===== config.mk =====
export PLATFORM = sky130hd
export DESIGN_NAME = dmem_access_ctrl_flat
export DESIGN_NICKNAME = d
export VERILOG_FILES = /design/src/rtl/dmem_access_ctrl_if.sv /design/src/rtl/dmem_access_ctrl.sv /design/src/flat_wrapper.sv
export SDC_FILE = /design/constraint.sdc
export NUM_CORES = 1
export LEC_CHECK = 0
export ABC_AREA = 1
export CORE_MARGIN = 2
export CORE_UTILIZATION = 45
export CTS_BUF_LIST = sky130_fd_sc_hd__clkbuf_2 sky130_fd_sc_hd__clkbuf_4 sky130_fd_sc_hd__clkbuf_8
export DETAILED_ROUTE_END_ITERATION = 16
export PLACE_DENSITY = 0.88
export REMOVE_ABC_BUFFERS = 1
export SLEW_MARGIN = 20
export SYNTH_ARGS = -nofsm -noshare
export SYNTH_HDL_FRONTEND = slang
export SYNTH_SLANG_ARGS = --single-unit

===== constraint.sdc =====
create_clock -name clk -period 2.7 [get_ports clk]
set_input_delay 0.405 -clock clk [delete_from_list [all_inputs] [get_ports clk]]
set_output_delay 0.405 -clock clk [all_outputs]
set_load 0.01 [all_outputs]

===== src/rtl/dmem_access_ctrl_if.sv =====
// Pipeline-side request/response bundle of the data-memory access controller.
// master = pipeline (issues requests), slave = dmem_access_ctrl.
interface dmem_access_ctrl_if;
    logic        req_valid;
    logic        req_ready;
    logic        req_we;
    logic [1:0]  req_size;
    logic        req_signed;
    logic [31:0] req_addr;
    logic [31:0] req_wdata;
    logic        resp_valid;
    logic [31:0] resp_rdata;
    logic        resp_err;

    modport master (
        output req_valid, req_we, req_size, req_signed, req_addr, req_wdata,
        input  req_ready, resp_valid, resp_rdata, resp_err
    );

    modport slave (
        input  req_valid, req_we, req_size, req_signed, req_addr, req_wdata,
        output req_ready, resp_valid, resp_rdata, resp_err
    );
endinterface


===== src/rtl/dmem_access_ctrl.sv =====
// MEM-stage initiator for a word-wide data memory: byte/half/word loads with extension, sub-word stores
// as read-modify-write. Define MAU_MISALIGN_TRAP_EN to report misaligned accesses instead of aligning them.
module dmem_access_ctrl #(
    parameter int ADDR_W = 5
) (
    input  logic              clk,
    input  logic              rst,
    dmem_access_ctrl_if.slave bus,
    output logic [ADDR_W-1:0] DataAdr,
    output logic [31:0]       DataIn,
    input  logic [31:0]       DataOut,
    output logic              DMemR,
    output logic              DMemW,
    output logic [1:0]        dbg_state
);
    // Handshake: a request is taken on a rising edge where req_valid & req_ready (ready only in IDLE);
    // resp_valid is a single-cycle pulse and is not back-pressured.
    typedef enum logic [1:0] {S_IDLE, S_READ, S_WRITE, S_DONE} state_e;

    state_e            state_q, state_d;
    logic              we_q, we_d;
    logic [1:0]        size_q, size_d;
    logic              signed_q, signed_d;
    logic [1:0]        off_q, off_d;
    logic [ADDR_W-1:0] adr_q, adr_d;
    logic [31:0]       wdata_q, wdata_d;
    logic [31:0]       rdata_q, rdata_d;
    logic              err_q, err_d;

    logic              req_word, req_half, req_mis;
    logic [1:0]        req_off;
    logic [3:0]        lane_en;
    logic [31:0]       wrep, merged, shifted, load_ext;
    logic              unused_addr_hi;

    assign unused_addr_hi = ^bus.req_addr[31:ADDR_W+2];

    always_comb begin
        req_word = bus.req_size[1];
        req_half = (bus.req_size == 2'b01);
`ifdef MAU_MISALIGN_TRAP_EN
        req_mis  = (req_half & bus.req_addr[0]) | (req_word & (|bus.req_addr[1:0]));
        req_off  = bus.req_addr[1:0];
`else
        req_mis  = 1'b0;
        req_off  = req_word ? 2'b00 : (req_half ? {bus.req_addr[1], 1'b0} : bus.req_addr[1:0]);
`endif
    end

    // Lane enables and store data replicated into every lane, so the merge is a plain per-byte mux.
    always_comb begin
        lane_en = 4'b1111;
        wrep    = wdata_q;
        case (size_q)
            2'b00: begin
                lane_en = 4'b0001 << off_q;
                wrep    = {4{wdata_q[7:0]}};
            end
            2'b01: begin
                lane_en = off_q[1] ? 4'b1100 : 4'b0011;
                wrep    = {2{wdata_q[15:0]}};
            end
            default: ;
        endcase
        merged = DataOut;
        for (int k = 0; k < 4; k++) begin
            merged[8*k +: 8] = lane_en[k] ? wrep[8*k +: 8] : DataOut[8*k +: 8];
        end
        shifted = DataOut >> {off_q, 3'b000};
        case (size_q)
            2'b00:   load_ext = {{24{signed_q & shifted[7]}}, shifted[7:0]};
            2'b01:   load_ext = {{16{signed_q & shifted[15]}}, shifted[15:0]};
            default: load_ext = DataOut;
        endcase
    end

    always_ff @(posedge clk or posedge rst) begin
        if (rst) begin
            state_q  <= S_IDLE;
            we_q     <= 1'b0;
            size_q   <= 2'b00;
            signed_q <= 1'b0;
            off_q    <= 2'b00;
            adr_q    <= '0;
            wdata_q  <= 32'h0;
            rdata_q  <= 32'h0;
            err_q    <= 1'b0;
        end else begin
            state_q  <= state_d;
            we_q     <= we_d;
            size_q   <= size_d;
            signed_q <= signed_d;
            off_q    <= off_d;
            adr_q    <= adr_d;
            wdata_q  <= wdata_d;
            rdata_q  <= rdata_d;
            err_q    <= err_d;
        end
    end

    // rdata/err change only on entry to DONE, so they hold between responses.
    always_comb begin
        state_d  = state_q;
        we_d     = we_q;
        size_d   = size_q;
        signed_d = signed_q;
        off_d    = off_q;
        adr_d    = adr_q;
        wdata_d  = wdata_q;
        rdata_d  = rdata_q;
        err_d    = err_q;
        case (state_q)
            S_IDLE: begin
                if (bus.req_valid) begin
                    we_d     = bus.req_we;
                    size_d   = bus.req_size;
                    signed_d = bus.req_signed;
                    off_d    = req_off;
                    adr_d    = bus.req_addr[ADDR_W+1:2];
                    wdata_d  = bus.req_wdata;
                    if (req_mis) begin
                        state_d = S_DONE;
                        rdata_d = 32'h0;
                        err_d   = 1'b1;
                    end else if (bus.req_we && req_word) begin
                        state_d = S_WRITE;
                    end else begin
                        state_d = S_READ;
                    end
                end
            end
            S_READ: begin
                if (we_q) begin
                    state_d = S_WRITE;
                    wdata_d = merged;
                end else begin
                    state_d = S_DONE;
                    rdata_d = load_ext;
                    err_d   = 1'b0;
                end
            end
            S_WRITE: begin
                state_d = S_DONE;
                rdata_d = 32'h0;
                err_d   = 1'b0;
            end
            default: state_d = S_IDLE;
        endcase
    end

    always_comb begin
        bus.req_ready  = (state_q == S_IDLE);
        bus.resp_valid = (state_q == S_DONE);
        bus.resp_rdata = rdata_q;
        bus.resp_err   = err_q;
        DMemR          = (state_q == S_READ);
        DMemW          = (state_q == S_WRITE);
        DataAdr        = adr_q;
        DataIn         = wdata_q;
        dbg_state      = state_q;
    end
endmodule


===== src/flat_wrapper.sv =====
// flat-port wrapper written by rule: the top's interface ports become plain ports
module dmem_access_ctrl_flat 
#(
    parameter int ADDR_W = 5
)
  (clk, rst, DataAdr, DataIn, DataOut, DMemR, DMemW, dbg_state, bus_req_valid, bus_req_we, bus_req_size, bus_req_signed, bus_req_addr, bus_req_wdata, bus_req_ready, bus_resp_valid, bus_resp_rdata, bus_resp_err);
  dmem_access_ctrl_if bus_i ();
  input  logic clk;
  input  logic rst;
  output logic [ADDR_W-1:0] DataAdr;
  output logic [31:0] DataIn;
  input  logic [31:0] DataOut;
  output logic DMemR;
  output logic DMemW;
  output logic [1:0] dbg_state;
  input wire logic [$bits(bus_i.req_valid)-1:0] bus_req_valid;
  input wire logic [$bits(bus_i.req_we)-1:0] bus_req_we;
  input wire logic [$bits(bus_i.req_size)-1:0] bus_req_size;
  input wire logic [$bits(bus_i.req_signed)-1:0] bus_req_signed;
  input wire logic [$bits(bus_i.req_addr)-1:0] bus_req_addr;
  input wire logic [$bits(bus_i.req_wdata)-1:0] bus_req_wdata;
  output wire logic [$bits(bus_i.req_ready)-1:0] bus_req_ready;
  output wire logic [$bits(bus_i.resp_valid)-1:0] bus_resp_valid;
  output wire logic [$bits(bus_i.resp_rdata)-1:0] bus_resp_rdata;
  output wire logic [$bits(bus_i.resp_err)-1:0] bus_resp_err;
  assign bus_i.req_valid = bus_req_valid;
  assign bus_i.req_we = bus_req_we;
  assign bus_i.req_size = bus_req_size;
  assign bus_i.req_signed = bus_req_signed;
  assign bus_i.req_addr = bus_req_addr;
  assign bus_i.req_wdata = bus_req_wdata;
  assign bus_req_ready = bus_i.req_ready;
  assign bus_resp_valid = bus_i.resp_valid;
  assign bus_resp_rdata = bus_i.resp_rdata;
  assign bus_resp_err = bus_i.resp_err;
  dmem_access_ctrl #(.ADDR_W(ADDR_W)) u_core (.clk(clk), .rst(rst), .bus(bus_i), .DataAdr(DataAdr), .DataIn(DataIn), .DataOut(DataOut), .DMemR(DMemR), .DMemW(DMemW), .dbg_state(dbg_state));
endmodule

==> results of run 1 <==
how the worst min path moves through the flow:
stage                         startpoint                         to  slack (ns)
2_1_floorplan                u_core.we_q                u_core.we_q        0.47
3_3_place_gp           u_core.DataAdr[0]          u_core.DataAdr[0]        0.46
3_5_place_dp   u_core.bus.resp_rdata[24]  u_core.bus.resp_rdata[24]        0.47
4_1_cts                              rst          u_core.DataAdr[1]        0.48
5_1_grt                              rst          u_core.DataAdr[1]        0.49
6_report                             rst          u_core.DataAdr[1]        0.45
flip-flops by register name, summed over array words and instances, names as in the netlist:
name	cells
u_core.DataAdr	5
u_core.DataIn	32
u_core.bus.resp_rdata	32
u_core.dbg_state	2
u_core.off_q	2
u_core.signed_q	1
u_core.size_q	2
u_core.we_q	1
layer usage:
| layer | vias to the layer above | track usage (%) | part of all wire (%) |
|---|---|---|---|
| met5 | - | 0 | 0 |
| met1 | 2234 | 36.44 | 43 |
| met4 | 0 | 13.05 | 3.6 |
| met3 | 46 | 4.329 | 7.5 |
| li1 | 2356 | - | - |
| met2 | 250 | 43.59 | 46 |
report_power, final:
group          switching, uW  total [uW]  internal (uW)
Sequential               387        2050           1660
Combinational           2660        4510           1850
Clock                    450        1180            733
Total                   3490        7740           4250
per-stage QoR:
stage | std cells | setup TNS [ns]
global placement | 919 | 0
finish | 935 | 0
floorplan | 628 | -0.09119
CTS | 935 | 0
global route | 935 | 0
detailed placement | 919 | 0
worst max-delay path, delay by kind of cell (launching register included):
family / cells / cell delay, ns
buf+inv: 2 / 0.72
flops: 1 / 0.42
fa+ha+maj: 1 / 0.35
synthesized netlist by cell type, types with 2 or more instances:
library cell,instances
nand2_1,271
nor2_1,90
dfrtp_1,77
nand3_1,42
inv_1,29
a21oi_1,25
o211ai_1,20
buf_2,15
o21ai_0,13
a21oi_2,11
o21ai_1,9
inv_2,8
buf_4,6
clkbuf_1,6
ha_1,4
nor2_2,4
buf_6,3
nand2_2,3
nand2_4,3
buf_1,2
nand3_2,2
nand3_4,2
o22ai_1,2
or2_2,2
cell families (layout without fill, tap and decap cells):
kind of cell | count (synthesis) | count (layout) | share of synthesized area, %
and+or+nand+nor | 421 | 421 | 37.76
AOI/OAI and AO/OA | 86 | 86 | 12.12
DFF | 77 | 77 | 41.75
buffers and inverters | 71 | 213 | 7.210
adders and majority gates | 4 | 4 | 1.084
other | 1 | 1 | 0.08124
layout make-up:
| type | instances | area share, % |
|---|---|---|
| inverters | 39 | 2.309 |
| repair buffers | 158 | 24.49 |
| clock buffers | 10 | 2.134 |
| clock inverters | 6 | 2.076 |
| multi-input cells | 512 | 36.53 |
| flip-flops and latches | 77 | 29.88 |
| well taps | 133 | 2.581 |
==> metrics.csv, run 1 <==
metric,value,unit
result_of_the_run,"finished, final reports clean",
endpoint_kind,primary output,
layout_setup_ws,0.4507,ns
mapped_area,4616,um^2
number_of_design_rule_violations_left_after_detail_routing,0,
hold_path_class,in -> async,
hold_buf_count_cts,0,
postCtsResizedCells,0,
num_rows,36,
final.hold.worst_slack,0.4525,ns
detailedRoute.firstIterationViolations,409,
synth-seq-cells,77,
total_power,7741,uW
die_width,105.3,um
worst-r2r-setup-slack,0.55,ns
fin_skew,0.009836,ns
critical_path_endpoint,DMemR,
postSynthCellCount,660,
worst_ep_required_time,2.30,ns
die_height,105.3,um
crit_type,reg -> out,
antenna_cells,0,
cts.root.buffer_cell,clkbuf_8,
grt_start_max_net_pins,78,
critical_path.startpoint_type,register,
clk_pin_slew,0.09,ns
r2r_cells,9,
finalCritPeriodShare,83.31,%
detail-route-antenna-nets,0,
period_minus_ws_final,2.249,ns
maxClockFrequency,0.4446,GHz
layout.area.seq,1927,um^2
rsz0062_at_grt,false,
most_common_cell_after_layout_fill_and_taps_aside,nand2_1,
regToRegEndpoint,u_core.bus.resp_rdata[7],
critPathMaxStageDelay,0.61,ns
track_usage,27.36,%
postPlaceCellArea,6177,um^2
synth-edff-count,0,
htree_levels,3,
yosys.area.top_type,dfrtp_1,
hpwl,10.70,mm
layout.cells.most_common_list,"nand2_1, clkdlybuf4s50_1, nor2_1",
fin_nets,904,
cts_setup_buffers,0,
initial_utilization,46.79,%
fillCellCount,848,
synth.top_cell.area_share,41.75,%
number_of_max_cap_violations,0,
insertion_delay,0.36,ns
dpl_worst_slack,0.6347,ns
numClockSinks,77,
design.die.area,11080,um^2
cts_inserted_buffers,9,
slowest_stage,clkdlybuf4s50_1,
drt-wirelength-per-cell,15.61,um
crit_path_max_fanout,9,
global_route_wire_length_before_repair,24.34,mm
post_synth_main_area_contributors,"dfrtp_1, nand2_1, nor2_1, nand3_1, o211ai_1",
clk_path_buf_depth,2,
worst_setup_path_startpoint,u_core.dbg_state[1],
io_buffer_count,152,
tightestPinTransition,0.5235,ns
timing.slew.headroom,65.05,%
hold_violations,0,
multi_input_comb_area,2356,um^2
place_congestion,0.9197,
overflow,0,
layout-drive-gt1-share,7.980,%
viasPerCell,5.226,
regToRegStartpoint,u_core.dbg_state[1],
layout.cell_area.non_filler,6449,um^2
power_per_cell_area,1200,nW/um^2
power.static_leakage,0.003075,uW
max_slew_violation_total_from_the_final_report,0,
io_count,179,
tritoncts,built,
yosys_warnings,0,
vdd_drop_max,499.6,uV
postSynth.asyncResetShare,100.0,%
yosysSeqAreaShare,41.75,%
synth_area_per_cell,6.993,um^2
num_vias,4886,
synthFlopType,dfrtp_1,
finished_core_util,65.37,%
area_growth_from_synthesis_to_layout,39.71,%
routed_wl,14.60,mm
path_cells,"inv_1, ha_1, clkdlybuf4s50_1",
critPathArrivalTime,1.84,ns
grt_antenna_before_repair,0,
setup_violations,0,
drtPass1Iterations,5,
placeableCoreArea,9864,um^2
vias_in_the_first_global_route,4984,
post_synth_num_cell_types,35,
(Power assumes the default switching activity.)
==> run 2, diff against run 1 <==
- clock period: 2.7 -> 2.19 ns (I/O delays scaled with it)
==> metrics.csv, run 2 (same netlist as run 1, synthesis figures left out) <==
metric,value,unit
hold_violations,0,
hpwl,10.61,mm
r2r_cells,8,
worst_ep_required_time,1.86,ns
design.die.area,11080,um^2
routed_wl,14.36,mm
drt-wirelength-per-cell,15.34,um
detailedRoute.firstIterationViolations,388,
most_common_cell_after_layout_fill_and_taps_aside,nand2_1,
post_layout_nonfiller_instances,936,
power.static_leakage,0.003074,uW
place_congestion,0.9092,
cts.root.buffer_cell,clkbuf_8,
vias_in_the_first_global_route,4804,
crit_type,reg -> out,
setup_violations,0,
io_count,179,
global_route_wire_length_before_repair,23.49,mm
finalCritPeriodShare,95.52,%
cts_inserted_buffers,9,
htree_levels,3,
crit_path_max_fanout,5,
finished_core_util,65.09,%
grt_start_max_net_pins,78,
die_height,105.3,um
power_per_cell_area,1451,nW/um^2
io_buffer_count,152,
period_minus_ws_final,2.092,ns
placed_cells,920,
worst-r2r-setup-slack,0.21,ns
rsz0062_at_grt,false,
number_of_max_cap_violations,0,
critical_path.startpoint_type,register,
num_vias,4880,
fin_nets,905,
viasPerCell,5.214,
fillCellCount,803,
max_slew_violation_total_from_the_final_report,0,
die_width,105.3,um
grt_antenna_before_repair,0,
detail-route-antenna-nets,0,
tritoncts,built,
critPathArrivalTime,1.76,ns
placeableCoreArea,9864,um^2
regToRegStartpoint,u_core.dbg_state[1],
insertion_delay,0.36,ns
endpoint_kind,primary output,
fin_skew,0.007267,ns
hold_path_class,in -> async,
clk_pin_slew,0.08,ns
maxClockFrequency,0.4780,GHz
layout-drive-gt1-share,8.344,%
antenna_cells,0,
overflow,0,
initial_utilization,46.79,%
clk_path_buf_depth,2,
layout.cells.most_common_list,"nand2_1, clkdlybuf4s50_1, nor2_1",
vdd_drop_max,584.5,uV
area_growth_from_synthesis_to_layout,39.12,%
number_of_design_rule_violations_left_after_detail_routing,0,
result_of_the_run,"finished, final reports clean",
track_usage,26.20,%
regToRegEndpoint,u_core.DataIn[3],
numClockSinks,77,
drtPass1Iterations,5,
num_rows,36,
timing.slew.headroom,64.79,%
tightestPinTransition,0.5274,ns
cts_setup_buffers,0,
[run 2: cell count changes in the layout (fill, tap and decap cells not counted), sizes merged]
cell	previous run	this run
clkbuf	10	12
clkdlybuf4s50	152	151
buf	6	7
dlymetal6s2s	0	1
bufinv	4	2
[run 2: how the worst max path moves through the flow]
stage / slack, ns / end / from / cells past startpoint
finish: 0.1 / bus_req_ready / u_core.dbg_state[0] / 3
global route: 0.009 / bus_req_ready / u_core.dbg_state[0] / 3
CTS: 0.01 / bus_req_ready / u_core.dbg_state[0] / 3
detailed placement: 0.24 / u_core.DataIn[3] / u_core.dbg_state[1] / 8
global placement: 0.33 / u_core.DataIn[25] / u_core.dbg_state[0] / 8
floorplan: -0.60 / u_core.bus.resp_rdata[7] / u_core.dbg_state[1] / 8
[run 2: through the flow]
| step | TNS [ns] | hold slack [ns] | instance area, um^2 | setup WS (ns) | power, uW |
|---|---|---|---|---|---|
| final | 0 | 0.3833 | 6421 | 0.09815 | 9318 |
| after global placement | 0 | 0.4625 | 6185 | 0.3330 | 7817 |
| after CTS | 0 | 0.3980 | 6414 | 0.01488 | 9297 |
| after global routing | 0 | 0.4426 | 6421 | 0.008752 | 10060 |
| after floorplan | -33.57 | 0.4381 | 4432 | -0.6012 | 5747 |
| after detailed placement | 0 | 0.4636 | 6185 | 0.2392 | 8023 |
[run 2: worst max-delay path, cell delays in order (launching register included)]
cell	delay, ns
dfrtp_1	0.42
inv_1	0.13
ha_2	0.28
clkdlybuf4s50_1	0.57
[run 2: layer usage]
metal  vias up  share of wire [%]  global-route usage, %
met1      2271                 44                  35.44
met5         -                  0                      0
li1       2364                  -                      -
met4         0                3.5                  12.00
met2       207                 47                  41.94
met3        38                6.0                  3.340
[run 2: cell type report]
cell class | instances | area, um^2 | share of cell area, %
multi-input combinational | 512 | 2361 | 36.77
sequential | 77 | 1927 | 30.01
timing repair buffer | 159 | 1589 | 24.75
tap | 133 | 166.4 | 2.592
clock buffer | 12 | 158.9 | 2.475
inverter | 39 | 148.9 | 2.319
clock inverter | 4 | 70.07 | 1.091
[run 2: report_power, final]
group / internal, uW / leakage, uW / switching, uW
registers: 2050 / 0.000964 / 478
logic: 2300 / 0.00199 / 3240
clock network: 714 / 0.000120 / 536
[run 2: what timing repair did]
action | 4_1_cts | 5_1_grt
setup endpoints to repair | 0 | 2
resized for setup | 0 | 3
hold buffers | 0 | 0
==> run 3, diff against run 2 <==
- MAX_ROUTING_LAYER: default -> met4
==> metrics.csv, run 3 (same netlist as run 1, synthesis figures left out) <==
metric,value,unit
result_of_the_run,"finished, final reports clean",
num_vias,4884,
crit_type,reg -> out,
slowest_stage,clkdlybuf4s50_1,
vdd_drop_max,579.4,uV
power.static_leakage,0.003063,uW
global_route_wire_length_before_repair,23.65,mm
worst_setup_path_startpoint,u_core.dbg_state[1],
insertion_delay,0.37,ns
place_congestion,0.9274,
overflow,0,
antenna_cells,0,
number_of_max_cap_violations,0,
detail-route-antenna-nets,0,
initial_utilization,46.79,%
layout.cell_area.non_filler,6410,um^2
hold_violations,0,
regToRegStartpoint,u_core.dbg_state[1],
maxClockFrequency,0.4715,GHz
critPathMaxStageDelay,0.58,ns
layout_setup_ws,0.06909,ns
cts.root.buffer_cell,clkbuf_8,
layout.cells.most_common_list,"nand2_1, clkdlybuf4s50_1, nor2_1",
setup_violations,0,
grt_start_max_net_pins,78,
grt_antenna_before_repair,0,
finalCritPeriodShare,96.85,%
timing.slew.headroom,64.72,%
hpwl,10.53,mm
tritoncts,built,
endpoint_kind,primary output,
power_per_cell_area,1450,nW/um^2
io_buffer_count,152,
die_width,105.3,um
timing.critical_path.max_delay_family,buffers and inverters,
most_common_cell_after_layout_fill_and_taps_aside,nand2_1,
detailedRoute.firstIterationViolations,486,
placed_cells,920,
tightestPinTransition,0.5284,ns
die_height,105.3,um
track_usage,27.25,%
fin_skew,0.009191,ns
max_slew_violation_total_from_the_final_report,0,
numClockSinks,77,
dpl_worst_slack,0.2475,ns
hold_path_class,in -> async,
vias_in_the_first_global_route,4774,
drt-wirelength-per-cell,15.47,um
drtPass1Iterations,6,
viasPerCell,5.224,
worst_ep_required_time,1.86,ns
routed_wl,14.47,mm
critical_path.startpoint_type,register,
area_growth_from_synthesis_to_layout,38.87,%
design.die.area,11080,um^2
period_minus_ws_final,2.121,ns
critPathArrivalTime,1.79,ns
fillCellCount,802,
postPlaceCellArea,6185,um^2
path_cells,"inv_1, ha_2, clkdlybuf4s50_1",
io_count,179,
cts_inserted_buffers,9,
finished_core_util,64.98,%
fin_setup_tns,0,ns
layout-drive-gt1-share,8.229,%
post_layout_nonfiller_instances,935,
crit_path_max_fanout,5,
clk_pin_slew,0.08,ns
clk_path_buf_depth,2,
worst-path-buf-inv,2,
num_rows,36,
fin_nets,905,
number_of_design_rule_violations_left_after_detail_routing,0,
placeableCoreArea,9864,um^2
htree_levels,3,
## run 3: cell types whose count changed in the layout (fill, tap and decap cells not counted), sizes merged
cell      before  now
clkinv         3    2
clkbuf        12   11
clkinvlp       0    1
## run 3: worst paths after layout
kind | endpoint | slack, ns | cells past startpoint
setup reg to reg | u_core.bus.resp_rdata[7] | 0.21 | 8
hold / removal | u_core.DataAdr[1] | 0.37 | 3
min in group clk | u_core.bus.resp_rdata[31] | 0.49 | 2
hold reg to reg | u_core.bus.resp_rdata[31] | 0.49 | 2
max in group asynchronous | u_core.DataIn[3] | 1.49 | 3
setup / recovery | bus_req_ready | 0.07 | 3
## run 3: worst reg2reg max path, cell delays in order, from the launching register on
cell,delay [ns]
dfrtp_1,0.41
inv_1,0.11
ha_2,0.21
inv_2,0.09
nor2_2,0.06
nand2_1,0.34
clkinv_1,0.39
o21ai_0,0.17
o21ai_1,0.10
## run 3: area by class of cell
cell class / instances / area, um^2 / area share (%)
Multi-Input combinational cell: 512 / 2361 / 36.83
Timing Repair Buffer: 159 / 1589 / 24.79
Tap cell: 133 / 166.4 / 2.596
Inverter: 39 / 148.9 / 2.323
Clock inverter: 4 / 72.57 / 1.132
Clock buffer: 11 / 145.1 / 2.264
Sequential cell: 77 / 1927 / 30.06
## run 3: timing repair
item,4_1_cts,5_1_grt
setup buffers,0,0
gates resized for setup,0,3
hold buffers,0,0
endpoints found under the setup margin,0,2
## run 3: where the power goes
| part | total [uW] | internal [uW] | switching [uW] |
|---|---|---|---|
| combinational | 5550 | 2300 | 3250 |
| clock | 1220 | 678 | 547 |
| sequential | 2520 | 2050 | 470 |
## run 3: metal layers
layer | track usage, % | vias up | wire length [um]
met5 | - | - | 0
met4 | 9.714 | 0 | 387
met3 | 5.133 | 30 | 989
met2 | 42.58 | 241 | 6758
met1 | 35.58 | 2248 | 6329
li1 | - | 2365 | -
## run 3: through the flow
step	hold slack (ns)	power, uW
2_1_floorplan	0.4381	5747
3_3_place_gp	0.4625	7820
3_5_place_dp	0.4683	8016
4_1_cts	0.3935	9278
5_1_grt	0.4025	10030
6_report	0.3671	9297
==> edit: new RTL, settings of run 3 <==
`ADDR_W` is set to 5 in 2 places; all go to 3.
--- a/src/rtl/dmem_access_ctrl.sv
+++ b/src/rtl/dmem_access_ctrl.sv
@@ -2,5 +2,5 @@
 // as read-modify-write. Define MAU_MISALIGN_TRAP_EN to report misaligned accesses instead of aligning them.
 module dmem_access_ctrl #(
-    parameter int ADDR_W = 5
+    parameter int ADDR_W = 3
 ) (
     input  logic              clk,
--- a/src/flat_wrapper.sv
+++ b/src/flat_wrapper.sv
@@ -2,5 +2,5 @@
 module dmem_access_ctrl_flat 
 #(
-    parameter int ADDR_W = 5
+    parameter int ADDR_W = 3
 )
   (clk, rst, DataAdr, DataIn, DataOut, DMemR, DMemW, dbg_state, bus_req_valid, bus_req_we, bus_req_size, bus_req_signed, bus_req_addr, bus_req_wdata, bus_req_ready, bus_resp_valid, bus_resp_rdata, bus_resp_err);
Ports: changed (resized DataAdr); port bits go from 179 to 177. No check against the original RTL was run, so the function may have changed too.
==> edit against run 3 <==
- area after synthesis decreased by 2.7%
- routed wire length increased by 2.7%
- final area decreased by 1.5%
- sequential cell count decreased by 2
- clock skew increased by 0.0013 ns
- power decreased by 0.38%
- synthesized cell count decreased by 1.1%
- combinational power about the same
- via count increased by 1.2%
- setup slack improved by 0.061 ns
- register-to-register slack about the same
- non-clock buffer count increased by 5
==> edit: results (changes against run 3) <==
| Metric | Value |
|---|---|
| Status | completed |
| Top cells by area, synth | dfrtp_1 42%, nand2_1 21%, nand3_1 7.9% |
| Total power | 0.009262 W (-0.38%) |
| Syn Inst Count | 653 (-1.1%) |
| Fillers | 859 (+7.1%) |
| Vias in the first global route | 4,988 (+4.5%) |
| RR Endpoint | u_core.bus.resp_rdata[8] |
| Combinational Power Share | 60.1% (+0.4 points) |
| Worst Hold Margin | 0.3638 ns (-0.003252 ns) |
| Largest net degree at the start of global routing | 76 (-2.6%) |
| Maximum vdd drop | 0.7486 mV (+29%) |
| Register share of total power | 27.0% (about the same) |
| Fin util | 64.89% (-0.088 points) |
| Total global routing track utilization | 28.46% (+1.2 points) |
| Fin cells | 934 (-0.11%) |
| Nets | 904 (-0.11%) |
| Hpwl dp | 11,280 um (+7.2%) |
| Pleak | 3.114 nW (+1.7%) |
| Post-place setup slack | 0.1873 ns (-0.06023 ns) |
| First-pass GRT wire length | 24,200 um (+2.3%) |
| GP Congestion | 0.9188 (-0.93%) |
| Post-synth top cells | 253 x nand2_1, 75 x dfrtp_1, 71 x nand3_1 |
| Clock latency at the later pin of the worst-skew pair | 0.35 ns (-0.02 ns) |
| Post-Place Cells | 919 (-0.11%) |
| Vias | 4,943 (+1.2%) |
| Crit path DAT | 1.73 ns (-0.06 ns) |
| Worst reg-to-reg path cell count | 7 (-1) |
| Register area share after synthesis | 41.78% (about the same) |
| WL/cell | 15.90 um (+2.8%) |
| Max_slew headroom | 36.55% (-28 points) |
edit: worst max-delay path by stage:
| stage | from | to | slack [ns] |
|---|---|---|---|
| after global placement | bus_req_valid | u_core.DataIn[20] | 0.31 |
| final | u_core.dbg_state[0] | bus_req_ready | 0.13 |
| after detailed placement | u_core.dbg_state[0] | u_core.DataIn[18] | 0.19 |
| after CTS | u_core.dbg_state[0] | bus_req_ready | 0.11 |
| after floorplan | u_core.dbg_state[1] | u_core.bus.resp_rdata[7] | -0.80 |
| after global routing | u_core.dbg_state[1] | u_core.bus.resp_rdata[8] | 0.01 |
edit: cell type report:
class,instances,area share (%)
clock buffer,10,2.180
clock inverter,5,1.229
inverter,65,3.904
multi-input combinational,482,34.76
sequential,75,29.73
tap,133,2.636
timing repair buffer,164,25.56
edit: cells by family after synthesis:
kind of cell	share of synthesized area [%]
AOI/OAI and AO/OA	11.28
DFF	41.78
adders and majority gates	1.114
and+or+nand+nor	34.54
other	0.08349
muxes	1.783
buffers and inverters	9.415
